--- config.mk ---
export PLATFORM = sky130hd
export DESIGN_NAME = pipelined_adder_flat
export DESIGN_NICKNAME = d
export VERILOG_FILES = /design/src/rtl/pipelined_adder_if.sv /design/src/rtl/pipelined_adder.sv /design/src/flat_wrapper.sv
export SDC_FILE = /design/constraint.sdc
export NUM_CORES = 1
export LEC_CHECK = 0
export CORE_ASPECT_RATIO = 0.6
export CORE_MARGIN = 4
export CORE_UTILIZATION = 50
export DETAILED_ROUTE_END_ITERATION = 8
export GPL_ROUTABILITY_DRIVEN = 0
export MAX_ROUTING_LAYER = met4
export PLACE_DENSITY = 0.72
export SKIP_CTS_REPAIR_TIMING = 1
export SYNTH_ARGS = -nofsm -noshare
export SYNTH_HDL_FRONTEND = slang
export SYNTH_SLANG_ARGS = --single-unit
--- constraint.sdc ---
create_clock -name CLK -period 2.1 [get_ports CLK]
set_input_delay 0.21 -clock CLK [delete_from_list [all_inputs] [get_ports CLK]]
set_output_delay 0.21 -clock CLK [all_outputs]
set_load 0.02 [all_outputs]
--- src/rtl/pipelined_adder_if.sv ---
// Operand/result handshake bundle for pipelined_adder.
// Port OVF exists only when ADD_OVF_EN is defined.
interface pipelined_adder_if #(
  parameter int WIDTH = 16
);
  logic             in_valid;
  logic             in_ready;
  logic [WIDTH-1:0] A;
  logic [WIDTH-1:0] B;
  logic             Cin;
  logic             Sub;
  logic             out_valid;
  logic             out_ready;
  logic [WIDTH-1:0] S;
  logic             C;
`ifdef ADD_OVF_EN
  logic             OVF;

  modport slave (
    input  in_valid, A, B, Cin, Sub, out_ready,
    output in_ready, out_valid, S, C, OVF
  );
  modport master (
    output in_valid, A, B, Cin, Sub, out_ready,
    input  in_ready, out_valid, S, C, OVF
  );
`else
  modport slave (
    input  in_valid, A, B, Cin, Sub, out_ready,
    output in_ready, out_valid, S, C
  );
  modport master (
    output in_valid, A, B, Cin, Sub, out_ready,
    input  in_ready, out_valid, S, C
  );
`endif
endinterface

--- src/rtl/pipelined_adder.sv ---
// WIDTH-bit add/subtract split into STAGES carry-propagating slices, one register per slice,
// with valid/ready on both sides. Define ADD_OVF_EN to add the signed-overflow output.
module pipelined_adder #(
  parameter int WIDTH  = 16,
  parameter int STAGES = 4
) (
  input logic               CLK,
  input logic               nRST,
  pipelined_adder_if.slave  bus
);

  localparam int SW = WIDTH / STAGES;

  logic             w_stall;
  logic [WIDTH-1:0] w_beff;
  logic             w_cin0;

  // Subtraction is folded in once at the entry: B is inverted and the stage-0 carry forced to 1.
  assign w_beff = bus.Sub ? ~bus.B : bus.B;
  assign w_cin0 = bus.Sub ? 1'b1 : bus.Cin;

  assign w_stall      = g_stage[STAGES-1].r_v & ~bus.out_ready;
  assign bus.in_ready = ~w_stall;

  for (genvar k = 0; k < STAGES; k++) begin : g_stage
    logic [SW-1:0]         w_a;
    logic [SW-1:0]         w_b;
    logic                  w_ci;
    logic                  w_vi;
    logic [SW:0]           w_sum;
    logic [(k+1)*SW-1:0]   w_s_next;
    logic                  r_v;
    logic                  r_c;
    logic [(k+1)*SW-1:0]   r_s;

    if (k == 0) begin : g_first
      assign w_a      = bus.A[SW-1:0];
      assign w_b      = w_beff[SW-1:0];
      assign w_ci     = w_cin0;
      assign w_vi     = bus.in_valid;
      assign w_s_next = w_sum[SW-1:0];
    end else begin : g_next
      assign w_a      = g_stage[k-1].g_op.r_ua[SW-1:0];
      assign w_b      = g_stage[k-1].g_op.r_ub[SW-1:0];
      assign w_ci     = g_stage[k-1].r_c;
      assign w_vi     = g_stage[k-1].r_v;
      assign w_s_next = {w_sum[SW-1:0], g_stage[k-1].r_s};
    end

    assign w_sum = {1'b0, w_a} + {1'b0, w_b} + {{SW{1'b0}}, w_ci};

    always_ff @(posedge CLK or negedge nRST) begin
      if (!nRST) begin
        r_v <= 1'b0;
        r_c <= 1'b0;
        r_s <= '0;
      end else if (!w_stall) begin
        r_v <= w_vi;
        if (w_vi) begin
          r_c <= w_sum[SW];
          r_s <= w_s_next;
        end
      end
    end

    // Operand bits not yet consumed travel alongside their beat; the last stage needs none.
    if (k < STAGES-1) begin : g_op
      localparam int UW = WIDTH - (k+1)*SW;
      logic [UW-1:0] w_ua_next;
      logic [UW-1:0] w_ub_next;
      logic [UW-1:0] r_ua;
      logic [UW-1:0] r_ub;

      if (k == 0) begin : g_src_in
        assign w_ua_next = bus.A[WIDTH-1:SW];
        assign w_ub_next = w_beff[WIDTH-1:SW];
      end else begin : g_src_prev
        assign w_ua_next = g_stage[k-1].g_op.r_ua[UW+SW-1:SW];
        assign w_ub_next = g_stage[k-1].g_op.r_ub[UW+SW-1:SW];
      end

      always_ff @(posedge CLK or negedge nRST) begin
        if (!nRST) begin
          r_ua <= '0;
          r_ub <= '0;
        end else if (!w_stall && w_vi) begin
          r_ua <= w_ua_next;
          r_ub <= w_ub_next;
        end
      end
    end

`ifdef ADD_OVF_EN
    // The operand MSBs reach the final slice inside the delayed operand slices.
    if (k == STAGES-1) begin : g_ovf
      logic r_ovf;

      always_ff @(posedge CLK or negedge nRST) begin
        if (!nRST) begin
          r_ovf <= 1'b0;
        end else if (!w_stall && w_vi) begin
          r_ovf <= (w_a[SW-1] == w_b[SW-1]) & (w_sum[SW-1] != w_a[SW-1]);
        end
      end

      assign bus.OVF = r_ovf;
    end
`endif
  end

  assign bus.out_valid = g_stage[STAGES-1].r_v;
  assign bus.S         = g_stage[STAGES-1].r_s;
  assign bus.C         = g_stage[STAGES-1].r_c;

endmodule

--- src/flat_wrapper.sv ---
// flat-port wrapper written by rule: the top's interface ports become plain ports
module pipelined_adder_flat 
#(
  parameter int WIDTH  = 16,
  parameter int STAGES = 4
)
  (CLK, nRST, bus_in_valid, bus_A, bus_B, bus_Cin, bus_Sub, bus_out_ready, bus_in_ready, bus_out_valid, bus_S, bus_C);
  pipelined_adder_if #(.WIDTH(WIDTH)) bus_i ();
  input logic CLK;
  input logic nRST;
  input wire logic [$bits(bus_i.in_valid)-1:0] bus_in_valid;
  input wire logic [$bits(bus_i.A)-1:0] bus_A;
  input wire logic [$bits(bus_i.B)-1:0] bus_B;
  input wire logic [$bits(bus_i.Cin)-1:0] bus_Cin;
  input wire logic [$bits(bus_i.Sub)-1:0] bus_Sub;
  input wire logic [$bits(bus_i.out_ready)-1:0] bus_out_ready;
  output wire logic [$bits(bus_i.in_ready)-1:0] bus_in_ready;
  output wire logic [$bits(bus_i.out_valid)-1:0] bus_out_valid;
  output wire logic [$bits(bus_i.S)-1:0] bus_S;
  output wire logic [$bits(bus_i.C)-1:0] bus_C;
  assign bus_i.in_valid = bus_in_valid;
  assign bus_i.A = bus_A;
  assign bus_i.B = bus_B;
  assign bus_i.Cin = bus_Cin;
  assign bus_i.Sub = bus_Sub;
  assign bus_i.out_ready = bus_out_ready;
  assign bus_in_ready = bus_i.in_ready;
  assign bus_out_valid = bus_i.out_valid;
  assign bus_S = bus_i.S;
  assign bus_C = bus_i.C;
  pipelined_adder #(.WIDTH(WIDTH), .STAGES(STAGES)) u_core (.CLK(CLK), .nRST(nRST), .bus(bus_i));
endmodule
==> reports/results.ini <==
[grt]
grt-busiest-layer = met1
use_met3_pct = 5.25
track_usage_pct = 18.3
antenna_found_initial = 0
grt-ovfl-total = 0
grt_pass1_wl_um = 14000
grt_max_degree = 44
use_met1_pct = 26.8
globalRouteMet2Util_pct = 25.5
grt_pass1_vias = 2734

[floorplanning]
design.core.area_mm2 = 0.00813
initial_core_util_pct = 53.2
ioPinCount = 57
die_x_um = 128
die_y_um = 80.1
fp-row-count = 25
die_area_mm2 = 0.0103

[yosys]
ys_seq_area_share_pct = 55.5
ys_async_sr_fraction_pct = 100
syn_area_mm2 = 0.00433
synth.distinct_cells = 34
syn_inst = 328
synth_simple_gate_area_share_pct = 4.05
synth_top_family_by_area = multiplexers
yosys.area.top_type = dfrtp_1
synthFlopType = dfrtp_1
syn-num-nets = 386
muxShareOfSynthArea_pct = 16.1
synth_edf_count = 0
synth_top_area_share_pct = 55.5
synth_compound_area_share_pct = 8.96
synth_xor_area_share_pct = 4.05
syn_avg_cell_area_um2 = 13.2
ys_seq_elements = 96
yosysWarnings = 0
synthAdderAreaFrac_pct = 7.17
synthTopCellsByArea = dfrtp_1 56%, mux2_2 15%, o21ai_0 5.8%

[clock_network]
clk-insertion-delay-late_ns = 0.34
ctsLongestPathBuffers = 2
cts-root-buf = clkbuf_16
htree_levels = 3
clock-sinks = 96
cts_buffers = 9
tritoncts = done
clk_pin_slew_ns = 0.06

[hold_path]
min_path_type = in -> async

[timing]
drv_slew = 0
fin_skew_ns = 0.00628
tightest_slew_ns = 0.455
fmax_mhz = 520
hold_violations = 0
whs_ns = 0.346
post-route-period-util_pct = 91.5
setup_viol = 0
finalSetupTns_ns = 0
relSlewSlack_pct = 69.6
rsz0062_at_grt = no
period_minus_slack_ns = 1.92

[pwr]
leakagePower_uw = 0.00230
pwr-share-comb_pct = 39.0
p_int_uw = 5100
p_switching_uw = 2560
power_frac_seq_pct = 41.3
clkPwrFrac_pct = 19.7
p_per_area_mw_per_mm2 = 1450
sw_frac_of_total_pct = 33.5
irDropWorstVdd_mv = 0.552

[placement]
port_buffers = 56
dp_hpwl_um = 6080

[detailed_routing]
drcViolationCount = 0
via_per_inst = 5.31
wl_per_cell_um = 16.2
dr.pass1.iters = 4
wirelength_um = 8170
vias = 2678
ant_nets = 0
drtIter0Drc = 121

[outcome]
outcome = finished clean

[finish]
drive_above_1_share_pct = 22.7
mostFrequentLayoutCells = 96 x dfrtp_1, 59 x mux2_2, 55 x clkdlybuf4s50_1, 50 x o21ai_0, 18 x inv_1
final_common_cell = dfrtp_1
fin_nets = 449
antennaDiodeCount = 0
area_growth_pct = 22.2
fillers = 623

[critical_path]
cp.required_ns = 1.89
start_kind = flip-flop
critPathTopFamily = buffers and inverters
critical_path_buf_inv_count = 2
cp.arrival_ns = 1.71
path_max_fanout = 15
worstSetupPathType = reg -> out
cp-end-kind = primary output
crit_chain = nor2b_4 > inv_4 > clkdlybuf4s50_1
crit_path_max_incr_delay_ns = 0.64
crit_slowest_cell = clkdlybuf4s50_1

[flow_run]
maxCapViolCount = 0

==> synth_stat cells (2+ instances only) <==
library cell / count
ha_1: 12
nor3_1: 4
buf_6: 4
buf_2: 4
and3b_1: 3
inv_1: 18
fa_1: 8
a21boi_0: 4
nand2_1: 3
o31ai_1: 3
o21ai_0: 50
xor2_1: 9
a21oi_1: 8
nand2_4: 2
nand3_1: 5
nor2b_1: 4
o21ai_1: 2
dfrtp_1: 96
buf_4: 4
mux2_2: 59
mux2_1: 3
xnor2_1: 11
==> registers in the layout, indices dropped and copies added, names as in the netlist <==
register and cells:
u_core.g_stage.r_v 3, u_core.bus.C 1, u_core.bus.out_valid 1, u_core.g_stage.r_s 24
u_core.g_stage.g_op.r_ub 24, u_core.bus.S 16, u_core.g_stage.g_op.r_ua 24, u_core.g_stage.r_c 3
==> layout make-up <==
class | count | area (um2) | share of cell area [%]
Clock inverter | 5 | 40.0 | 0.757
Sequential cell | 96 | 2400 | 45.4
Inverter | 19 | 73.8 | 1.40
Multi-Input combinational cell | 199 | 1750 | 33.0
Timing Repair Buffer | 66 | 648 | 12.3
Tap cell | 108 | 135 | 2.56
Clock buffer | 11 | 243 | 4.59
==> metal layers <==
layer | share of wire [%] | routed length (um) | vias up
met1 | 51 | 4190 | 1328
met3 | 6.0 | 489 | 2
li1 | - | - | 1277
met4 | 0.47 | 38 | 0
met5 | 0 | 0 | -
met2 | 42 | 3450 | 71
==> per-stage QoR <==
step	area, um2	setup slack (ns)	power [uW]	utilization (%)	instances
final	5290	0.178	7660	65.0	504
after global routing	5290	0.112	8220	65.0	504
after CTS	5280	0.156	7750	64.9	503
after detailed placement	5000	-0.0881	6210	61.4	487
after global placement	5000	-0.000637	6070	61.4	487
after floorplan	4330	0.170	5180	-	328
==> path summary, 6_finish.rpt <==
check,start,end,slack (ns),cells past startpoint
worst min register to register,u_core.g_stage[0].g_op.r_ua[6]$_DFFE_PN0P_,u_core.g_stage[0].g_op.r_ua[6]$_DFFE_PN0P_,0.49,1
worst min-delay path,nRST,u_core.bus.S[1]$_DFFE_PN0P_,0.35,2
min in group CLK,bus_A[5],u_core.g_stage[0].g_op.r_ua[1]$_DFFE_PN0P_,0.46,3
max in group asynchronous,nRST,u_core.g_stage[0].r_s[1]$_DFFE_PN0P_,1.10,3
worst max register to register,u_core.g_stage[1].g_op.r_ub[0]$_DFFE_PN0P_,u_core.g_stage[2].r_s[11]$_DFFE_PN0P_,0.38,5
worst max-delay path,u_core.bus.out_valid$_DFFE_PN0N_,bus_in_ready,0.18,3
==> power by group through the flow <==
| stage | clock network, uW | logic (uW) | registers [uW] |
|---|---|---|---|
| floorplan | 0 | 1950 | 3240 |
| global placement | 0 | 2900 | 3170 |
| detailed placement | 0 | 3010 | 3210 |
| CTS | 1550 | 3020 | 3170 |
| global route | 1620 | 3330 | 3270 |
| finish | 1510 | 2980 | 3170 |
==> kinds of logic after synthesis <==
kind of cell    count (synthesis)
fa+ha+maj                      20
mux                            62
simple gates                   26
compound gates                 71
xor+xnor                       20
buf+inv                        33
flops                          96
Power figures use the tool's default switching activity.
